### config.mk
export PLATFORM = sky130hd
export DESIGN_NAME = gpio_in_debounce
export DESIGN_NICKNAME = d
export VERILOG_FILES = /design/src/rtl/gpio_in_debounce.sv
export SDC_FILE = /design/constraint.sdc
export NUM_CORES = 1
export LEC_CHECK = 0
export BUFFER_PORTS_ARGS = -buffer_cell sky130_fd_sc_hd__clkbuf_2
export CORE_ASPECT_RATIO = 0.8
export CORE_UTILIZATION = 45
export CTS_CLUSTER_SIZE = 16
export DETAILED_ROUTE_END_ITERATION = 6
export GPL_ROUTABILITY_DRIVEN = 1
export PLACE_DENSITY = 0.68
export SLEW_MARGIN = 40
export SYNTH_ARGS = -nofsm -noshare
export SYNTH_HDL_FRONTEND = slang
export SYNTH_SLANG_ARGS = --single-unit
### constraint.sdc
create_clock -name HCLK -period 2.4 [get_ports HCLK]
set_clock_uncertainty 0.05 [all_clocks]
set_input_delay 0.12 -clock HCLK [delete_from_list [all_inputs] [get_ports HCLK]]
set_output_delay 0.12 -clock HCLK [all_outputs]
set_load 0.02 [all_outputs]
### src/rtl/gpio_in_debounce.sv
// Per-pin synchroniser and debouncer for the GPIO read port. Each settled edge
// is latched in sticky rise/fall flags, and any set flag raises the single IRQ line.
module gpio_in_debounce #(
   parameter int unsigned WIDTH       = 8,
   parameter int unsigned SYNC_STAGES = 2,
   parameter int unsigned DB_CYCLES   = 50000,
   parameter int unsigned CNT_W       = 16
) (
   input  logic             HCLK,
   input  logic             HRESET,
   input  logic [WIDTH-1:0] PIN_IN,
   input  logic [WIDTH-1:0] EDGE_CLR,
   output logic [WIDTH-1:0] IO_OUT,
   output logic [WIDTH-1:0] RISE_FLAG,
   output logic [WIDTH-1:0] FALL_FLAG,
   output logic             IRQ
);

   localparam logic [CNT_W-1:0] CNT_LAST = CNT_W'(DB_CYCLES - 1);

   typedef enum logic {
      ST_STABLE = 1'b0,
      ST_COUNT  = 1'b1
   } state_t;

   logic [WIDTH-1:0] r_sync [SYNC_STAGES];
   logic [WIDTH-1:0] w_sync;
   logic [WIDTH-1:0] w_accept;

   // Metastability chain; only its last stage feeds the debouncers.
   always_ff @(posedge HCLK) begin
      if (HRESET) begin
         for (int s = 0; s < int'(SYNC_STAGES); s++) begin
            r_sync[s] <= '0;
         end
      end else begin
         r_sync[0] <= PIN_IN;
         for (int s = 1; s < int'(SYNC_STAGES); s++) begin
            r_sync[s] <= r_sync[s-1];
         end
      end
   end

   assign w_sync = r_sync[SYNC_STAGES-1];

   for (genvar g = 0; g < int'(WIDTH); g++) begin : g_bit
      state_t           r_state;
      state_t           w_state_nxt;
      logic [CNT_W-1:0] r_cnt;
      logic [CNT_W-1:0] w_cnt_nxt;
      logic             w_mis;
      logic             w_acc;

      assign w_mis = w_sync[g] ^ IO_OUT[g];

      always_ff @(posedge HCLK) begin
         if (HRESET) begin
            r_state <= ST_STABLE;
            r_cnt   <= '0;
         end else begin
            r_state <= w_state_nxt;
            r_cnt   <= w_cnt_nxt;
         end
      end

      // A new level is taken only after DB_CYCLES consecutive mismatching cycles.
      always_comb begin
         w_state_nxt = r_state;
         w_cnt_nxt   = r_cnt;
         w_acc       = 1'b0;
         case (r_state)
            ST_STABLE: begin
               w_cnt_nxt = '0;
               if (w_mis) begin
                  if (DB_CYCLES == 1) begin
                     w_acc = 1'b1;
                  end else begin
                     w_cnt_nxt   = CNT_W'(1);
                     w_state_nxt = ST_COUNT;
                  end
               end
            end
            ST_COUNT: begin
               if (!w_mis) begin
                  w_cnt_nxt   = '0;
                  w_state_nxt = ST_STABLE;
               end else if (r_cnt == CNT_LAST) begin
                  w_acc       = 1'b1;
                  w_cnt_nxt   = '0;
                  w_state_nxt = ST_STABLE;
               end else begin
                  w_cnt_nxt = r_cnt + CNT_W'(1);
               end
            end
            default: begin
               w_cnt_nxt   = '0;
               w_state_nxt = ST_STABLE;
            end
         endcase
      end

      assign w_accept[g] = w_acc;
   end

   // An accepted bit always differs from IO_OUT, so toggling lands on the new level.
   // A set in the same cycle as a clear takes priority.
   always_ff @(posedge HCLK) begin
      if (HRESET) begin
         IO_OUT    <= '0;
         RISE_FLAG <= '0;
         FALL_FLAG <= '0;
      end else begin
         IO_OUT    <= IO_OUT ^ w_accept;
         RISE_FLAG <= (RISE_FLAG & ~EDGE_CLR) | (w_accept & w_sync);
         FALL_FLAG <= (FALL_FLAG & ~EDGE_CLR) | (w_accept & ~w_sync);
      end
   end

   assign IRQ = |(RISE_FLAG | FALL_FLAG);

endmodule

==> run_summary.xml <==
<?xml version="1.0" encoding="UTF-8"?>
<metrics>
  <group name="finish">
    <metric name="fin_cells" unit="">1119</metric>
    <metric name="final_util" unit="%">54.0</metric>
    <metric name="seq_area" unit="sq um">3520</metric>
    <metric name="final_area" unit="sq um">8560</metric>
    <metric name="area_delta_synth_final" unit="%">17.0</metric>
    <metric name="area_taken_by_multi_input_logic_gates" unit="sq um">3580</metric>
    <metric name="share_of_final_layout_standard_cells_stronger_than_drive_strength_1" unit="%">11.0</metric>
    <metric name="layout.nets" unit="">917</metric>
    <metric name="layout.filler_cells" unit="">1435</metric>
    <metric name="antenna_diode_count" unit="">0</metric>
  </group>
  <group name="clocking">
    <metric name="clock_path_buffers" unit="">2</metric>
    <metric name="cts.clk_slew.worst_paths" unit="ns">0.06</metric>
    <metric name="clkSinkCount" unit="">176</metric>
    <metric name="postCtsHoldBufs" unit="">15</metric>
    <metric name="post_cts.repair.setup_buffers" unit="">0</metric>
    <metric name="cts-resized-gates" unit="">0</metric>
    <metric name="cts_tree" unit="">built</metric>
    <metric name="cts_htree_levels" unit="">4</metric>
    <metric name="ctsRootBufferMaster" unit="">clkbuf_16</metric>
    <metric name="clock_latency" unit="ns">0.42</metric>
    <metric name="cts_buffers" unit="">17</metric>
  </group>
  <group name="synth">
    <metric name="synth_edf_count" unit="">0</metric>
    <metric name="ys.flop_type" unit="">dfxtp_1</metric>
    <metric name="syn-mean-instance-area" unit="sq um">8.96</metric>
    <metric name="ys_types" unit="">45</metric>
    <metric name="postSynthRegisterBits" unit="">176</metric>
    <metric name="synth_area" unit="sq um">7320</metric>
    <metric name="postSynthNetCount" unit="">843</metric>
    <metric name="portion_of_the_post_synthesis_area_used_by_sequential_elements" unit="%">48.1</metric>
    <metric name="post_synth_inst_count" unit="">817</metric>
    <metric name="synthesis.yosys.warnings" unit="">0</metric>
    <metric name="postSynth.asyncResetShare" unit="%">0</metric>
  </group>
  <group name="floorplanning">
    <metric name="starting_utilization_of_the_core_area" unit="%">46.2</metric>
    <metric name="core-area" unit="sq um">15900</metric>
    <metric name="io-pin-count" unit="">43</metric>
    <metric name="die_w" unit="um">145</metric>
    <metric name="floorplan.die_area" unit="sq um">16800</metric>
    <metric name="fp-row-count" unit="">41</metric>
    <metric name="die-height" unit="um">116</metric>
  </group>
  <group name="timing">
    <metric name="min_period_over_period" unit="%">84.5</metric>
    <metric name="timing_hold_violations_final" unit="">0</metric>
    <metric name="timing.final.max_slew_violations" unit="">0</metric>
    <metric name="holdWs" unit="ns">0.0304</metric>
    <metric name="summed_negative_setup_slack_over_all_endpoints" unit="ns">0</metric>
    <metric name="period_needed" unit="ns">2.03</metric>
    <metric name="fmax" unit="GHz">0.493</metric>
    <metric name="post-route-worst-setup-slack" unit="ns">0.373</metric>
    <metric name="rsz0062_at_grt" unit="">no</metric>
    <metric name="tightest_slew" unit="ns">0.622</metric>
    <metric name="total_setup_violations_reported_at_the_end_of_the_flow" unit="">0</metric>
    <metric name="slew_headroom" unit="%">58.4</metric>
  </group>
  <group name="grt">
    <metric name="grt.total_usage" unit="%">18.4</metric>
    <metric name="maximum_number_of_pins_on_one_net_before_global_route_repair" unit="">49</metric>
    <metric name="grt_pass1_wl" unit="um">24100</metric>
    <metric name="antenna_found_initial" unit="">0</metric>
    <metric name="via_count_of_the_first_global_routing_pass" unit="">4956</metric>
    <metric name="overall_overflow_remaining_after_global_route" unit="">0</metric>
  </group>
  <group name="worst_setup_path">
    <metric name="critical_path.startpoint_type" unit="">register</metric>
    <metric name="critPathArrivalTime" unit="ns">2.28</metric>
    <metric name="critPathRequiredTime" unit="ns">2.65</metric>
    <metric name="critical_path.max_fanout" unit="">16</metric>
    <metric name="cp-end-kind" unit="">register</metric>
    <metric name="setup.worst_path.class" unit="">register to register</metric>
  </group>
  <group name="pwr">
    <metric name="design_power_total" unit="mW">5.67</metric>
    <metric name="power.density_cell_area" unit="nW/um^2">662</metric>
    <metric name="power_frac_clock" unit="%">46.1</metric>
    <metric name="worst_ir_drop_vdd" unit="mV">0.466</metric>
    <metric name="power_leakage" unit="nW">2.76</metric>
    <metric name="cellInternalPower" unit="mW">4.49</metric>
    <metric name="swShare" unit="%">20.7</metric>
    <metric name="p_seq_share" unit="%">52.1</metric>
    <metric name="comb_power_share" unit="%">1.8</metric>
    <metric name="p_sw" unit="mW">1.17</metric>
  </group>
  <group name="place">
    <metric name="dp.final_hpwl" unit="um">9820</metric>
    <metric name="pre_cts_ws" unit="ns">0.374</metric>
    <metric name="routabilityCongestion" unit="">0.810</metric>
    <metric name="postPlaceCellArea" unit="sq um">7850</metric>
    <metric name="count_of_input_and_output_buffers" unit="">42</metric>
    <metric name="placed_cells" unit="">1072</metric>
  </group>
  <group name="routing">
    <metric name="postRouteAntennaNets" unit="">0</metric>
    <metric name="dr_total_vias" unit="">5632</metric>
    <metric name="drc_errors" unit="">0</metric>
    <metric name="drtIter0Drc" unit="">350</metric>
    <metric name="avgRoutedWirePerCell" unit="um">12.8</metric>
    <metric name="routed_wl" unit="um">14400</metric>
    <metric name="drt_first_pass_iters" unit="">5</metric>
    <metric name="detail_route.vias_per_cell" unit="">5.03</metric>
  </group>
  <group name="job">
    <metric name="maxCapViolCount" unit="">0</metric>
  </group>
  <group name="min_path">
    <metric name="hold_class" unit="">primary input to register</metric>
  </group>
  <group name="outcome">
    <metric name="run_status" unit="">finished clean</metric>
  </group>
</metrics>
-- registers in the layout, summed over array words and instances (netlist names) --
| signal | flops |
|---|---|
| g_bit.r_cnt | 128 |
| g_bit.r_state | 8 |
| r_sync | 16 |
| RISE_FLAG | 8 |
| FALL_FLAG | 8 |
| IO_OUT | 8 |
-- routing by layer --
layer / track usage (%) / part of all wire [%] / wire [um]
met1: 26.1 / 52 / 7530
met2: 26.6 / 43 / 6200
met3: 5.08 / 3.6 / 519
met4: 6.46 / 0.90 / 129
met5: 0 / 0 / 0
-- kinds of logic (layout without fill, tap and decap cells) --
group                    count (synthesis)  after routing  share of synthesized area (%)
flip-flops                             176            176                           48.1
adder cells (fa/ha/maj)                  8              8                           1.37
AND/OR/NAND/NOR                        425            425                           29.8
XOR/XNOR                               118            118                           14.1
AO/OA/AOI/OAI                           33             33                           3.18
buffers and inverters                   54            141                           2.92
multiplexers                             3              3                          0.444
-- worst max-delay path, stage by stage, from the launching register on --
cell     delay (ns)
dfxtp_1        0.34
or4b_1         0.53
or4_4          0.57
nand4_2        0.30
o21ai_0        0.12
-- power groups by stage --
stage                     Clock, mW  Combinational [mW]  Sequential [mW]
after floorplan                   0              0.0465             3.02
after global placement            0              0.0804             3.02
after detailed placement          0              0.0809             3.02
after CTS                      2.69               0.101             2.95
after global routing           2.83               0.111             2.95
final                          2.61              0.0997             2.95
-- synthesized netlist by cell type, types with 5 or more instances --
cell,count,area share [%]
nor2b_1,21,1.8
nand4b_1,6,0.72
nor3_1,31,2.1
a32o_1,7,0.96
nand3_1,43,2.9
clkbuf_1,12,0.62
nand2b_1,8,0.68
nand2_1,57,2.9
nand4_1,33,2.8
nor4_1,31,2.6
nor4bb_1,8,1.1
xnor2_1,89,11
inv_1,36,1.8
and4_1,5,0.60
o21ai_0,14,0.96
dfxtp_1,176,48
ha_1,8,1.4
or4_1,5,0.51
xor2_1,29,3.5
nor2_1,150,7.7
-- layout by cell type, fill, tap and decap left out, types with 5 or more instances in the layout --
cell type / instances
nor4bb_1: 8
nor3_1: 31
nand4_1: 33
or4_1: 5
nor2_1: 150
nand3_1: 43
clkinv_2: 5
nor4_1: 31
dlygate4sd3_1: 15
nor2b_1: 21
nand2b_1: 8
buf_4: 15
xnor2_1: 89
dfxtp_1: 176
clkbuf_16: 17
xor2_1: 29
nand4b_1: 6
o21ai_0: 14
clkbuf_2: 42
nand2_1: 57
and4_1: 5
ha_1: 8
inv_1: 36
a32o_1: 7
-- layout make-up --
cell class	instances	area share, %
multi-input cells	587	41.8
flip-flops and latches	176	41.1
clock inverters	10	1.01
repair buffers	73	5.76
inverters	36	1.58
clock buffers	22	5.54
well taps	215	3.14
-- path summary, 6_finish.rpt --
check	startpoint	to	slack, ns	depth (start not counted)
min	EDGE_CLR[1]	RISE_FLAG[1]$_SDFF_PP0_	0.03	3
max	g_bit[0].r_cnt[4]$_SDFF_PP0_	g_bit[0].r_cnt[0]$_SDFF_PP0_	0.37	4
min reg2reg	r_sync[0][2]$_SDFF_PP0_	r_sync[0][10]$_SDFF_PP0_	0.39	1
max reg2reg	g_bit[0].r_cnt[4]$_SDFF_PP0_	g_bit[0].r_cnt[0]$_SDFF_PP0_	0.37	4
(Power assumes the default switching activity.)
